==> src/rtl/hazard_pkg.sv <==
// hazard_pkg: shared state encoding and select/push codes for the hazard controller
package hazard_pkg;

    typedef enum logic [2:0] {
        ST_IDLE,
        ST_RET_WAIT,
        ST_INT_DRAIN,
        ST_INT_PUSH_PC,
        ST_INT_PUSH_FLAGS,
        ST_INT_VECTOR
    } state_t;

    localparam logic [1:0] PCSEL_SEQ    = 2'd0;
    localparam logic [1:0] PCSEL_BRANCH = 2'd1;
    localparam logic [1:0] PCSEL_MEM    = 2'd2;
    localparam logic [1:0] PCSEL_VECTOR = 2'd3;

    localparam logic [1:0] PUSH_NONE  = 2'd0;
    localparam logic [1:0] PUSH_PC    = 2'd1;
    localparam logic [1:0] PUSH_FLAGS = 2'd2;

endpackage

==> src/rtl/load_use_detect.sv <==
// load_use_detect: flags a decode source that depends on a load still in execute
module load_use_detect (
    input  logic [2:0] src1_d,
    input  logic [2:0] src2_d,
    input  logic [1:0] srcUse_d,
    input  logic [2:0] destAddrAfterD2E,
    input  logic       MTRAfterD2E,
    input  logic       RWAfterD2E,
    output logic       load_use
);
    assign load_use = MTRAfterD2E & RWAfterD2E &
                      ((srcUse_d[0] & (src1_d == destAddrAfterD2E)) |
                       (srcUse_d[1] & (src2_d == destAddrAfterD2E)));
endmodule

==> src/rtl/hazard_controller.sv <==
// hazard_controller: load-use stall, branch flush, RET wait and interrupt entry sequencing
module hazard_controller
    import hazard_pkg::*;
#(
    parameter int DRAIN_CYCLES = 3,
    parameter int CNT_W        = 3
) (
    input  logic       clk,
    input  logic       rst,
    input  logic [2:0] src1_d,
    input  logic [2:0] src2_d,
    input  logic [1:0] srcUse_d,
    input  logic [2:0] destAddrAfterD2E,
    input  logic       MTRAfterD2E,
    input  logic       RWAfterD2E,
    input  logic       branchTaken_e,
    input  logic       isRet_d,
    input  logic       retDone_m,
    input  logic       intr,
    output logic       pcEn,
    output logic       f2dEn,
    output logic       f2dFlush,
    output logic       d2eFlush,
    output logic [1:0] pcSel,
    output logic [1:0] intrPush,
    output logic       intrAck
);
    localparam logic [CNT_W-1:0] DRAIN_LAST = CNT_W'(DRAIN_CYCLES - 1);

    state_t             state, state_n;
    logic [CNT_W-1:0]   cnt, cnt_n;
    logic               intrPending;
    logic               load_use;
    logic               pend;
    logic               br;

    load_use_detect u_load_use (
        .src1_d           (src1_d),
        .src2_d           (src2_d),
        .srcUse_d         (srcUse_d),
        .destAddrAfterD2E (destAddrAfterD2E),
        .MTRAfterD2E      (MTRAfterD2E),
        .RWAfterD2E       (RWAfterD2E),
        .load_use         (load_use)
    );

    // A request arriving this very cycle counts, so entry latency is DRAIN_CYCLES+3
    assign pend = intrPending | intr;
    assign br   = branchTaken_e & (state inside {ST_IDLE, ST_RET_WAIT, ST_INT_DRAIN});

    always_comb begin
        state_n  = state;
        cnt_n    = cnt;
        pcEn     = 1'b1;
        f2dEn    = 1'b1;
        f2dFlush = 1'b0;
        d2eFlush = 1'b0;
        pcSel    = PCSEL_SEQ;
        intrPush = PUSH_NONE;
        intrAck  = 1'b0;
        if (rst) begin
            pcEn     = 1'b0;
            f2dFlush = 1'b1;
            d2eFlush = 1'b1;
        end else begin
            case (state)
                ST_IDLE: begin
                    if (!branchTaken_e) begin
                        if (load_use) begin
                            pcEn     = 1'b0;
                            f2dEn    = 1'b0;
                            d2eFlush = 1'b1;
                        end else if (pend) begin
                            state_n = ST_INT_DRAIN;
                            cnt_n   = '0;
                        end else if (isRet_d) begin
                            state_n = ST_RET_WAIT;
                        end
                    end
                end
                ST_RET_WAIT: begin
                    pcEn     = retDone_m;
                    f2dFlush = 1'b1;
                    pcSel    = retDone_m ? PCSEL_MEM : PCSEL_SEQ;
                    state_n  = retDone_m ? ST_IDLE : ST_RET_WAIT;
                end
                ST_INT_DRAIN: begin
                    pcEn     = 1'b0;
                    f2dFlush = 1'b1;
                    cnt_n    = cnt + 1'b1;
                    state_n  = (cnt == DRAIN_LAST) ? ST_INT_PUSH_PC : ST_INT_DRAIN;
                end
                ST_INT_PUSH_PC: begin
                    pcEn     = 1'b0;
                    f2dFlush = 1'b1;
                    intrPush = PUSH_PC;
                    state_n  = ST_INT_PUSH_FLAGS;
                end
                ST_INT_PUSH_FLAGS: begin
                    pcEn     = 1'b0;
                    f2dFlush = 1'b1;
                    intrPush = PUSH_FLAGS;
                    state_n  = ST_INT_VECTOR;
                end
                ST_INT_VECTOR: begin
                    f2dFlush = 1'b1;
                    pcSel    = PCSEL_VECTOR;
                    intrAck  = 1'b1;
                    state_n  = ST_IDLE;
                end
                default: state_n = ST_IDLE;
            endcase
            // Branch redirect wins over stall/wait outputs; drain keeps counting underneath
            if (br) begin
                pcEn     = 1'b1;
                f2dEn    = 1'b1;
                f2dFlush = 1'b1;
                d2eFlush = 1'b1;
                pcSel    = PCSEL_BRANCH;
            end
        end
    end

    always_ff @(posedge clk) begin
        if (rst) begin
            state       <= ST_IDLE;
            cnt         <= '0;
            intrPending <= 1'b0;
        end else begin
            state       <= state_n;
            cnt         <= cnt_n;
            intrPending <= (state == ST_INT_VECTOR) ? 1'b0 : (intrPending | intr);
        end
    end

endmodule

==> config.mk <==
export PLATFORM = sky130hd
export DESIGN_NAME = hazard_controller
export DESIGN_NICKNAME = d
export VERILOG_FILES = /design/src/rtl/hazard_pkg.sv /design/src/rtl/load_use_detect.sv /design/src/rtl/hazard_controller.sv
export SDC_FILE = /design/constraint.sdc
export NUM_CORES = 1
export LEC_CHECK = 0
export CAP_MARGIN = 20
export CORE_MARGIN = 2
export CORE_UTILIZATION = 35
export CTS_BUF_LIST = sky130_fd_sc_hd__clkbuf_4 sky130_fd_sc_hd__clkbuf_8
export DETAILED_ROUTE_END_ITERATION = 8
export GPL_ROUTABILITY_DRIVEN = 0
export PLACE_DENSITY_LB_ADDON = 0.08
export RECOVER_POWER = 50
export SLEW_MARGIN = 20
export SYNTH_ARGS = -nofsm -noshare
export SYNTH_HDL_FRONTEND = slang
export SYNTH_SLANG_ARGS = --single-unit
export TNS_END_PERCENT = 50
==> constraint.sdc <==
create_clock -name clk -period 2.4 [get_ports clk]
set_clock_uncertainty 0.2 [all_clocks]
set_input_delay 0.48 -clock clk [delete_from_list [all_inputs] [get_ports clk]]
set_output_delay 0.48 -clock clk [all_outputs]
set_load 0.01 [all_outputs]
==> parameters.txt, run 1 <==
Parameter                              Value

Logic synthesis
  Top cell type by total area after synthesis    sky130_fd_sc_hd__dfxtp_1
  Netlist Area Pre-Place    629 um^2
  Complex-gate fraction of the synthesized area    0.243
  Dominant combinational cell family by area after synthesis    simple AND/OR/NAND/NOR gates
  Syn_area_per_cell    8.62 um^2
  Post-synthesis share of cell area spent on and, or, nand and nor gates    0.360
  Post-synthesis share of cell area spent on xor and xnor gates    0.0835
  Synth area leaders    sky130_fd_sc_hd__dfxtp_1 (22%), sky130_fd_sc_hd__xnor2_1 (8.3%), sky130_fd_sc_hd__ha_1 (4.0%), sky130_fd_sc_hd__nand4_2 (4.0%), sky130_fd_sc_hd__nor3_1 (4.0%)
  Fraction of the yosys area taken by sequential cells    0.223
  Cell count after synthesis    73
  Synth cell types    38
  Number of nets produced by synthesis    94
  Synth warnings    0
  Flip-flop and latch count after synthesis    7
  Area share of the largest cell type after synthesis    0.223
  Multiplexer area fraction after synthesis    0
  Synthesized-area fraction occupied by adder cells    0.0398

Layout
  Number of diodes added for antenna fixing    0
  Final Net Count    130
  Final standard cell count with taps included and fillers excluded    133
  Filler cells    171
  Growth of design area from synthesis to finish    59.8%
  Fraction of layout instances using a drive strength above 1    0.269

Worst setup path
  Largest fanout on the critical path    3
  Kind of end point of the critical path    primary output
  Register-to-Register Setup Slack    0.44 ns
  Required arrival time at the worst endpoint    1.72 ns
  Critical path launch point type    input port
  End of the worst register-to-register path    cnt[1]
  Endpoint arrival time on the critical path    1.76 ns
  Category of the most critical setup path    input port to primary output
  Depth of the most critical reg-to-reg path    4
  Reg-to-Reg Start    state[2]

Placement
  I/O Buffers    27
  HPWL Detailed    1370 um
  Cell Count Post-Placement    128

Drt
  Remaining antenna violation count after routing    0
  Length of the first detailed-routing pass in iterations    4
  Via count of the routed design    673
  Detailed-route vias per instance    5.06
  Routed wire length per instance    13.6 um
  Sum of routed wire length over all layers    1810 um
  Starting DRT DRC Count    9
  DRC violation count after routing    0

Run
  Max Cap Viol    0

CTS
  CTS tree    built
  Buffer type at the clock tree root    sky130_fd_sc_hd__clkbuf_4
  Number of buffers added by the clock tree synthesis step    3
  Clock slew seen by the registers of the worst setup and hold paths    0.05 ns
  Skew-Pair Late Insertion Delay    0.25 ns
  Number of clock sinks    7
  Max H-tree Level    1
  Longest Clk Path Bufs    2
  Number of hold buffers added after CTS    0

STA
  Tightest Pin Transition    0.770 ns
  Max-slew violation count    0
  Total count of hold-check failures in the final report    0
  Fin Hold WS    0.325 ns
  Count of final setup violators    3
  Maximum achievable frequency    0.410 GHz
  Minimum clock period after layout    2.44 ns
  Share of the clock period used by the worst path    1.02
  Final worst setup slack    -0.0416 ns
  Unrepaired setup endpoints after global routing    yes
  Rel. slew slack    0.480

Floorplan
  Number of rows in the core area    15
  Vertical extent of the die    46.4 um
  Die Width    46.4 um
  Die ar.    0.00215 mm^2
  Starting density of the core    0.368
  Placeable core area    0.00171 mm^2
  Number of placed I/O pins    28

Worst hold path
  Hold endpoint    cnt[1]
  Kind of path behind the tightest hold check    register to register
  Hold Path Origin    cnt[1]
  Worst hold stages    2

Global routing
  Aggregate global-route resource usage    0.172
  Pin count of the biggest net entering global routing    14
  Initial antenna violation count    0
  Global-route wire length before repair    2580 um
  Via count of the first global-routing pass    586
  GRT overflow    0

Status
  Status    finished with violations
  Failing checks    negative setup slack

Power and ir drop
  Pwr Density    368 mW/mm^2
  Cell leakage power    0.000430 uW
  Peak ir drop on the vdd network    0.000243 V
==> what timing repair did <==
item                                    CTS  global route
cloned                                    0             0
hold endpoints to repair                  0             0
gates resized for setup                  24             8
endpoints found under the setup margin    9             4
pin swaps                                 7             7
buffers inserted                          0             1
==> synth_stat cells <==
master / count
sky130_fd_sc_hd__o21a_1: 1
sky130_fd_sc_hd__nor2_1: 5
sky130_fd_sc_hd__o32ai_1: 1
sky130_fd_sc_hd__nand2b_1: 1
sky130_fd_sc_hd__a211oi_1: 1
sky130_fd_sc_hd__o22ai_1: 1
sky130_fd_sc_hd__nor3_2: 1
sky130_fd_sc_hd__inv_1: 2
sky130_fd_sc_hd__nor3_1: 5
sky130_fd_sc_hd__dfxtp_1: 7
sky130_fd_sc_hd__a21oi_4: 1
sky130_fd_sc_hd__inv_2: 1
sky130_fd_sc_hd__o21bai_1: 1
sky130_fd_sc_hd__a2111oi_1: 1
sky130_fd_sc_hd__nor2b_1: 2
sky130_fd_sc_hd__nor4_2: 1
sky130_fd_sc_hd__o21ai_0: 1
sky130_fd_sc_hd__ha_1: 2
sky130_fd_sc_hd__or3_1: 2
sky130_fd_sc_hd__nor4b_2: 1
sky130_fd_sc_hd__a221oi_2: 1
sky130_fd_sc_hd__o21ba_1: 1
sky130_fd_sc_hd__clkbuf_1: 1
sky130_fd_sc_hd__nand2_1: 4
sky130_fd_sc_hd__buf_4: 1
sky130_fd_sc_hd__a311oi_1: 1
sky130_fd_sc_hd__xnor2_1: 6
sky130_fd_sc_hd__nand3b_1: 3
sky130_fd_sc_hd__a21bo_2: 1
sky130_fd_sc_hd__a211o_1: 1
sky130_fd_sc_hd__or2_1: 2
sky130_fd_sc_hd__o21ai_1: 2
sky130_fd_sc_hd__nand4_2: 2
sky130_fd_sc_hd__a31oi_1: 1
sky130_fd_sc_hd__nor3b_1: 2
sky130_fd_sc_hd__nor4b_4: 1
sky130_fd_sc_hd__buf_2: 2
sky130_fd_sc_hd__a21oi_1: 3
==> power breakdown <==
| part | internal, uW | switching, uW |
|---|---|---|
| Sequential | 123 | 11.2 |
| Combinational | 68.2 | 51.7 |
| Clock | 74.5 | 40.8 |
| Total | 266 | 104 |
==> state kept, by name, indices dropped and copies added, names as in the netlist <==
| name | count |
|---|---|
| intrPending | 1 |
| state | 3 |
| cnt | 3 |
==> metal layers <==
layer | global-route usage | part of all wire | up-vias
li1 | - | - | 343
met1 | 0.224 | 0.42 | 310
met2 | 0.258 | 0.50 | 20
met3 | 0.0824 | 0.071 | 0
met4 | 0.0343 | 0 | 0
met5 | 0 | 0 | -
==> layout make-up <==
type	count	area (um^2)	area share
clock buffer	4	30.0	0.0299
inverter	3	11.3	0.0112
multi-input combinational	59	470	0.468
sequential	7	143	0.142
tap	25	31.3	0.0311
timing repair buffer	35	320	0.318
==> per-stage QoR <==
stage	cell area (um^2)	setup WS, ns	setup TNS [ns]	utilization	total power [uW]
2_1_floorplan	629	0.460	0	-	193
3_3_place_gp	962	-0.455	-2.54	0.563	257
3_5_place_dp	962	-0.474	-2.59	0.563	258
4_1_cts	988	-0.164	-0.164	0.579	374
5_1_grt	1010	-0.121	-0.448	0.589	395
6_report	1010	-0.0416	-0.0803	0.589	370
==> worst max-delay path by stage <==
| stage | start | endpoint | slack [ns] | cells after the start |
|---|---|---|---|---|
| floorplan | destAddrAfterD2E[0] | pcEn | 0.46 | 5 |
| global placement | destAddrAfterD2E[1] | pcEn | -0.46 | 7 |
| detailed placement | destAddrAfterD2E[1] | pcEn | -0.47 | 7 |
| CTS | src1_d[1] | pcEn | -0.16 | 7 |
| global route | src1_d[1] | d2eFlush | -0.12 | 7 |
| finish | src2_d[0] | d2eFlush | -0.04 | 7 |
==> cell families (layout without fill, tap and decap cells) <==
group / Yosys count / after routing
AND/OR/NAND/NOR: 32 / 32
AO/OA/AOI/OAI: 19 / 19
flip-flops: 7 / 7
buffers and inverters: 7 / 42
XOR/XNOR: 6 / 6
adder cells (fa/ha/maj): 2 / 2
==> layout by cell type, fill, tap and decap left out, types with 3 or more instances in the layout <==
| master | synthesis | routed |
|---|---|---|
| sky130_fd_sc_hd__clkdlybuf4s50_1 | 0 | 10 |
| sky130_fd_sc_hd__dlygate4sd2_1 | 0 | 10 |
| sky130_fd_sc_hd__buf_4 | 1 | 7 |
| sky130_fd_sc_hd__dlymetal6s2s_1 | 0 | 3 |
| sky130_fd_sc_hd__clkbuf_4 | 0 | 4 |
| sky130_fd_sc_hd__nor3_1 | 5 | 4 |
| sky130_fd_sc_hd__nor2_1 | 5 | 5 |
| sky130_fd_sc_hd__xnor2_1 | 6 | 4 |
| sky130_fd_sc_hd__a21oi_1 | 3 | 3 |
| sky130_fd_sc_hd__nand3b_1 | 3 | 3 |
| sky130_fd_sc_hd__dfxtp_1 | 7 | 5 |
| sky130_fd_sc_hd__nand2_1 | 4 | 4 |
==> worst max-delay path, stage by stage <==
cell,delay [ns]
sky130_fd_sc_hd__clkdlybuf4s50_1,0.47
sky130_fd_sc_hd__xnor2_1,0.13
sky130_fd_sc_hd__nand4_2,0.15
sky130_fd_sc_hd__a21oi_4,0.19
sky130_fd_sc_hd__buf_4,0.13
sky130_fd_sc_hd__a211o_1,0.12
sky130_fd_sc_hd__buf_6,0.10
No activity file was read; power rests on OpenSTA's default activity.
==> run 2: changes to the inputs <==
--- a/config.mk
+++ b/config.mk
@@ -7,7 +7,7 @@
 export LEC_CHECK = 0
 export CAP_MARGIN = 20
 export CORE_MARGIN = 2
-export CORE_UTILIZATION = 35
+export CORE_UTILIZATION = 46
 export CTS_BUF_LIST = sky130_fd_sc_hd__clkbuf_4 sky130_fd_sc_hd__clkbuf_8
 export DETAILED_ROUTE_END_ITERATION = 8
 export GPL_ROUTABILITY_DRIVEN = 0
==> run 2 against run 1 <==
Combinational power decreased by 3%. Cell count decreased by 6.0%. Largest power group unchanged. Utilization increased by 17 points. Global-route usage increased by 3.9 points. Maximum frequency increased by 4.9%. Critical endpoint is now pcSel[0]. Sequential share of layout area increased by 0.14 points. The run now ends clean.
==> parameters.txt, run 2 (synthesis results as in run 1) <==
Parameter                              Value

Status
  Status    finished, final reports clean

CTS
  Number of buffers added by the clock tree synthesis step    3 (unchanged)
  Clock slew seen by the registers of the worst setup and hold paths    0.05 ns (about the same)
  Max H-tree Level    1 (unchanged)
  Skew-Pair Late Insertion Delay    0.25 ns (about the same)
  Number of clock sinks    7 (unchanged)
  Longest Clk Path Bufs    2 (unchanged)
  Buffer type at the clock tree root    sky130_fd_sc_hd__clkbuf_4
  CTS tree    built

Layout
  Most frequent cells in the layout    sky130_fd_sc_hd__dlygate4sd2_1 (15), sky130_fd_sc_hd__buf_4 (10), sky130_fd_sc_hd__clkdlybuf4s50_1 (8)
  Leading registers by flop count    cnt x3, state x3, intrPending x1
  Filler cells    111 (-35%)
  Leading cell type in the layout, fill and taps excluded    sky130_fd_sc_hd__dlygate4sd2_1
  Fraction of layout instances using a drive strength above 1    0.255 (-0.0140)
  Number of diodes added for antenna fixing    0 (unchanged)
  Final Net Count    132 (+1.5%)
  Growth of design area from synthesis to finish    55.5%

Worst setup path
  Top delay family on crit path    buffers and inverters
  Crit path largest cell delay    0.48 ns (about the same)
  Category of the most critical setup path    input port to primary output
  Cell type of the slowest stage on the worst timing path    sky130_fd_sc_hd__clkdlybuf4s50_1
  Endpoint arrival time on the critical path    1.65 ns (-0.11 ns)
  Critical path launch point type    input port
  Required arrival time at the worst endpoint    1.72 ns (about the same)
  Cell chain of the critical path    clkdlybuf4s50_1, a2111oi_1, dlygate4sd2_1
  Buffers and inverters on the worst path    2 (-1)
  Kind of end point of the critical path    primary output
  Largest fanout on the critical path    5 (+2)

Power and ir drop
  Cell leakage power    0.000422 uW (-1.7%)
  Peak ir drop on the vdd network    0.000375 V (+54%)
  Pwr Density    377 mW/mm^2 (+2.5%)
  Sequential share of power    0.361 (-0.003)
  Proportion of power drawn by combinational gates    0.316 (-0.008)
  Net Switching    105 uW (+0.89%)
  Internal power    264 uW (-0.75%)
  Proportion of total power due to net switching    0.284 (+0.00332)
  Clock network fraction of total power    0.323 (+0.011)

Drt
  Length of the first detailed-routing pass in iterations    4 (unchanged)
  Detailed-route vias per instance    5.50 (+8.8%)
  Sum of routed wire length over all layers    1700 um (-6.3%)
  Remaining antenna violation count after routing    0 (unchanged)
  Routed wire length per instance    13.6 um (-0.25%)
  Starting DRT DRC Count    7 (-2)
  Via count of the routed design    688 (+2.2%)
  DRC violation count after routing    0 (unchanged)

Placement
  HPWL Detailed    1300 um (-4.9%)
  I/O Buffers    27 (unchanged)
  Post-placement worst setup slack    -0.482 ns (-0.00816 ns)

STA
  Minimum clock period after layout    2.33 ns (-0.115 ns)
  Rel. slew slack    0.558 (+0.0780)
  Final worst setup slack    0.0734 ns (+0.115 ns)
  Final setup TNS    0 ns (+0.0803 ns)
  Share of the clock period used by the worst path    0.969 (-0.0479)
  Unrepaired setup endpoints after global routing    no
  Count of final setup violators    0 (-3)
  Tightest Pin Transition    0.654 ns (-0.115 ns)
  Max-slew violation count    0 (unchanged)
  Total count of hold-check failures in the final report    0 (unchanged)
  Fin Hold WS    0.325 ns (-0.000453 ns)
  Maximum achievable frequency    0.430 GHz (+4.9%)

Global routing
  Global-route wire length before repair    2300 um (-11%)
  Aggregate global-route resource usage    0.212 (+0.0394)
  Initial antenna violation count    0 (unchanged)
  GRT overflow    0 (unchanged)
  Via count of the first global-routing pass    568 (-3.1%)
  Pin count of the biggest net entering global routing    12 (-2)

Floorplan
  Die ar.    0.00168 mm^2 (-22%)
  Placeable core area    0.00128 mm^2 (-25%)
  Number of rows in the core area    13 (-2)
  Starting density of the core    0.490 (+0.121)
  Die Width    41.0 um (-12%)
  Number of placed I/O pins    28 (unchanged)
  Vertical extent of the die    41.0 um (-12%)

Worst hold path
  Kind of path behind the tightest hold check    register to register

Run
  Max Cap Viol    0 (unchanged)
[run 2: worst paths after layout]
| path | startpoint | to | slack [ns] | cells after the start |
|---|---|---|---|---|
| worst max-delay path | rst | pcSel[0] | 0.07 | 3 |
| worst min-delay path | cnt[1] | cnt[1] | 0.32 | 2 |
| worst max register to register | state[2] | cnt[2] | 0.53 | 4 |
| worst min register to register | cnt[1] | cnt[1] | 0.32 | 2 |
[run 2: stage by stage]
step	area [um^2]	utilization	power, uW	cells
after floorplan	629	-	193	73
after detailed placement	972	0.757	261	121
after global routing	978	0.761	387	125
after CTS	985	0.766	375	125
final	978	0.761	369	125
after global placement	972	0.757	259	121
[run 2: final cells by class]
cell class                      count  area (um^2)  area share
Tap cell                           15         18.8      0.0192
Clock buffer                        4         30.0      0.0307
Sequential cell                     7          140       0.143
Inverter                            3         11.3      0.0115
Timing Repair Buffer               37          314       0.321
Multi-Input combinational cell     59          464       0.474
[run 2: what timing repair did]
item	CTS	global route
cloned	0	0
setup endpoints to repair	9	4
hold buffers	0	0
buffers inserted	0	0
pin swaps	9	2
resized for setup	29	3
[run 2: power groups by stage]
| stage | Combinational [uW] | Sequential (uW) | Clock (uW) |
|---|---|---|---|
| 2_1_floorplan | 65.7 | 128 | 0 |
| 3_3_place_gp | 125 | 134 | 0 |
| 3_5_place_dp | 127 | 134 | 0 |
| 4_1_cts | 120 | 133 | 122 |
| 5_1_grt | 126 | 134 | 126 |
| 6_report | 116 | 133 | 119 |
[run 2: layer usage]
metal	vias up	global-route usage	share of wire
met5	-	0	0
met4	0	0.0250	0
met3	0	0.0761	0.065
met2	19	0.391	0.53
met1	323	0.233	0.41
li1	346	-	-
[run 2: worst reg2reg max path, cell delays in order (launching register included)]
cell and delay (ns):
sky130_fd_sc_hd__dfxtp_1 0.43, sky130_fd_sc_hd__buf_4 0.22, sky130_fd_sc_hd__nor2_1 0.12, sky130_fd_sc_hd__nor4b_1 0.56, sky130_fd_sc_hd__o21ai_0 0.20
==> run 3: changes to the inputs <==
--- a/config.mk
+++ b/config.mk
@@ -7,14 +7,15 @@
 export LEC_CHECK = 0
 export CAP_MARGIN = 20
 export CORE_MARGIN = 2
-export CORE_UTILIZATION = 46
+export CORE_UTILIZATION = 45
 export CTS_BUF_LIST = sky130_fd_sc_hd__clkbuf_4 sky130_fd_sc_hd__clkbuf_8
 export DETAILED_ROUTE_END_ITERATION = 8
 export GPL_ROUTABILITY_DRIVEN = 0
-export PLACE_DENSITY_LB_ADDON = 0.08
+export PLACE_DENSITY = 0.87
 export RECOVER_POWER = 50
 export SLEW_MARGIN = 20
 export SYNTH_ARGS = -nofsm -noshare
 export SYNTH_HDL_FRONTEND = slang
+export SYNTH_HIERARCHICAL = 1
 export SYNTH_SLANG_ARGS = --single-unit
 export TNS_END_PERCENT = 50
==> run 3 against run 2 <==
Clock power is essentially flat. Sequential power barely moved. Sequential cell count did not move. First-iteration DRC count increased to 4.3 times the previous value. Largest cell class unchanged. Largest power group unchanged.
==> parameters.txt, run 3 <==
Parameter                              Value

Worst setup path
  Critical path launch point type    input port
  Start point of the critical path    src2_d[0]
  Required arrival time at the worst endpoint    1.72 ns (about the same)
  Most common cell type on the critical path    sky130_fd_sc_hd__a21oi_2
  Largest fanout on the critical path    2 (-3)
  Crit path largest cell delay    0.21 ns (-0.27 ns)
  Kind of end point of the critical path    primary output
  Cell type of the slowest stage on the worst timing path    sky130_fd_sc_hd__a21oi_2
  Category of the most critical setup path    input port to primary output
  Register-to-Register Setup Slack    0.75 ns (+0.22 ns)
  Reg-to-Reg Start    state[0]
  Termination of the worst setup path    d2eFlush
  End of the worst register-to-register path    state[0]
  Depth of the most critical reg-to-reg path    6 (+2)
  Endpoint arrival time on the critical path    1.68 ns (+0.03 ns)
  Cell chain of the critical path    clkdlybuf4s15_1, xnor2_1, nand4_1, a21oi_2, a21oi_2, o21a_1, o21bai_1, buf_2

Drt
  Remaining antenna violation count after routing    0 (unchanged)
  Starting DRT DRC Count    30 (+23)
  Routed wire length per instance    13.2 um (-2.9%)
  Sum of routed wire length over all layers    1800 um (+6.4%)
  Length of the first detailed-routing pass in iterations    4 (unchanged)
  Via count of the routed design    775 (+13%)
  Detailed-route vias per instance    5.66 (+2.8%)
  DRC violation count after routing    0 (unchanged)

Floorplan
  Starting density of the core    0.470 (-0.0195)
  Placeable core area    0.00128 mm^2 (unchanged)
  Die ar.    0.00165 mm^2 (-1.7%)
  Number of rows in the core area    13 (unchanged)
  Vertical extent of the die    40.6 um (-0.84%)
  Number of placed I/O pins    28 (unchanged)
  Die Width    40.6 um (-0.84%)

Logic synthesis
  Synth cell types    32 (-16%)
  Syn_area_per_cell    7.11 um^2 (-18%)
  Most common flop cell mapped by yosys    sky130_fd_sc_hd__dfxtp_1
  Synth warnings    6 (+6)
  Number of nets produced by synthesis    106 (+13%)
  Post-synthesis async set-or-reset flop share    0 (unchanged)
  Top cell type by total area after synthesis    sky130_fd_sc_hd__dfxtp_1
  Synth area leaders    sky130_fd_sc_hd__dfxtp_1 (23%), sky130_fd_sc_hd__xnor2_1 (8.7%), sky130_fd_sc_hd__a21oi_1 (8.3%), sky130_fd_sc_hd__nor2_1 (7.5%), sky130_fd_sc_hd__ha_1 (4.1%)
  Cell count after synthesis    85 (+16%)
  Area share of the largest cell type after synthesis    0.232 (+0.00922)
  Count leader, synth    sky130_fd_sc_hd__nor2_1
  Number of enable-type register cells in the synthesized netlist    0 (unchanged)
  Flip-flop and latch count after synthesis    7 (unchanged)
  Netlist Area Pre-Place    604 um^2 (-4.0%)
  Fraction of the yosys area taken by sequential cells    0.232 (+0.00922)
  Leading cell types by count after synthesis    sky130_fd_sc_hd__nor2_1 (12), sky130_fd_sc_hd__a21oi_1 (10), sky130_fd_sc_hd__dfxtp_1 (7)

STA
  Count of final setup violators    0 (unchanged)
  Max-slew violation count    0 (unchanged)
  Final setup TNS    0 ns (unchanged)
  Final worst setup slack    0.0441 ns (-0.0293 ns)
  Share of the clock period used by the worst path    0.982 (+0.0122)
  Tightest Pin Transition    0.362 ns (-0.292 ns)
  Total count of hold-check failures in the final report    0 (unchanged)
  Maximum achievable frequency    0.424 GHz (-1.2%)
  Rel. slew slack    0.758 (+0.200)
  Minimum clock period after layout    2.36 ns (+0.0293 ns)

Placement
  Cell Count Post-Placement    132 (+9.1%)
  Post-placement worst setup slack    -0.696 ns (-0.214 ns)
  I/O Buffers    27 (unchanged)
  HPWL Detailed    1370 um (+5.2%)

Layout
  Fraction of layout instances using a drive strength above 1    0.270 (+0.0159)
  Number of diodes added for antenna fixing    0 (unchanged)
  Leading registers by flop count    cnt x3, state x3, intrPending x1
  Most frequent cells in the layout    sky130_fd_sc_hd__nor2_1 (11), sky130_fd_sc_hd__buf_4 (11), sky130_fd_sc_hd__a21oi_1 (8), sky130_fd_sc_hd__clkbuf_2 (8), sky130_fd_sc_hd__dlygate4sd2_1 (8)
  Final standard cell count with taps included and fillers excluded    137 (+9.6%)
  Final Net Count    144 (+9.1%)
  Growth of design area from synthesis to finish    55.3%

Power and ir drop
  Cell leakage power    0.000431 uW (+2.0%)
  Pwr Density    409 mW/mm^2 (+8.6%)
  Peak ir drop on the vdd network    0.000324 V (-13%)
  Post-layout total power    384 uW (+4.2%)

Global routing
  GRT overflow    0 (unchanged)
  Pin count of the biggest net entering global routing    15 (+3)
  Aggregate global-route resource usage    0.242 (+0.0307)
  Initial antenna violation count    0 (unchanged)
  Global-route wire length before repair    2610 um (+13%)
  Via count of the first global-routing pass    615 (+8.3%)

CTS
  Buffer type at the clock tree root    sky130_fd_sc_hd__clkbuf_4
  Number of buffers added by the clock tree synthesis step    3 (unchanged)
  Number of hold buffers added after CTS    0 (unchanged)
  Clock slew seen by the registers of the worst setup and hold paths    0.05 ns (about the same)
  Number of clock sinks    7 (unchanged)
  Skew-Pair Late Insertion Delay    0.26 ns (about the same)
  Longest Clk Path Bufs    2 (unchanged)
  CTS tree    built
  Max H-tree Level    1 (unchanged)

Worst hold path
  Kind of path behind the tightest hold check    register to register
  Hold Path Origin    intrPending

Status
  Status    finished, final reports clean

Run
  Max Cap Viol    0 (unchanged)
[run 3: cell types whose count changed after synthesis, moves of 3 or more]
cell,previous run,this run
sky130_fd_sc_hd__inv_1,2,5
sky130_fd_sc_hd__o21ai_0,1,5
sky130_fd_sc_hd__nor2_1,5,12
sky130_fd_sc_hd__a21oi_1,3,10
sky130_fd_sc_hd__nand3b_1,3,0
[run 3: cell type report]
| class | instances | area, um^2 |
|---|---|---|
| clock buffer | 4 | 30.0 |
| fill | 112 | 347 |
| inverter | 5 | 18.8 |
| multi-input combinational | 67 | 422 |
| sequential | 7 | 140 |
| tap | 15 | 18.8 |
| timing repair buffer | 39 | 309 |
[run 3: worst min-delay path by stage]
| stage | end | cells past startpoint |
|---|---|---|
| 2_1_floorplan | intrPending | 2 |
| 3_3_place_gp | intrPending | 2 |
| 3_5_place_dp | intrPending | 2 |
| 4_1_cts | intrPending | 2 |
| 5_1_grt | intrPending | 2 |
| 6_report | intrPending | 2 |
[run 3: logic make-up (layout without fill, tap and decap cells)]
family / count (synthesis) / count (layout) / share of synthesized area
buf+inv: 11 / 48 / 0.0890
compound gates: 24 / 24 / 0.242
fa+ha+maj: 2 / 2 / 0.0414
simple gates: 35 / 35 / 0.308
flops: 7 / 7 / 0.232
xor+xnor: 6 / 6 / 0.0870
[run 3: stage by stage]
stage               area, um^2   util  hold WS (ns)
floorplan                  604      -         0.247
global placement           941  0.732         0.262
global route               938  0.730         0.307
finish                     938  0.730         0.277
CTS                        961  0.748         0.283
detailed placement         941  0.732         0.276
[run 3: repair_timing]
item / in CTS / in global routing
pin swaps: 12 / 15
setup buffers: 1 / 0
gates resized for setup: 38 / 16
setup endpoints to repair: 9 / 4
[run 3: per-layer routing]
metal	up-vias	track usage	share of wire	wire [um]
met2	28	0.389	0.49	891
met3	2	0.120	0.078	140
met5	-	0	0	0
met4	0	0.0667	0.0033	6
met1	372	0.284	0.42	765
li1	373	-	-	-
[run 3: power breakdown]
group | internal, uW | switching, uW | total [uW]
clock | 74.8 | 44.6 | 119
combinational | 69.1 | 62.2 | 131
sequential | 123 | 10.1 | 133
total | 267 | 117 | 384
[run 3: critical path, delay by kind of cell]
kind	cells	cell delay, ns
AO/OA/AOI/OAI	4	0.57
XOR/XNOR	1	0.16
AND/OR/NAND/NOR	1	0.14
buffers and inverters	2	0.31
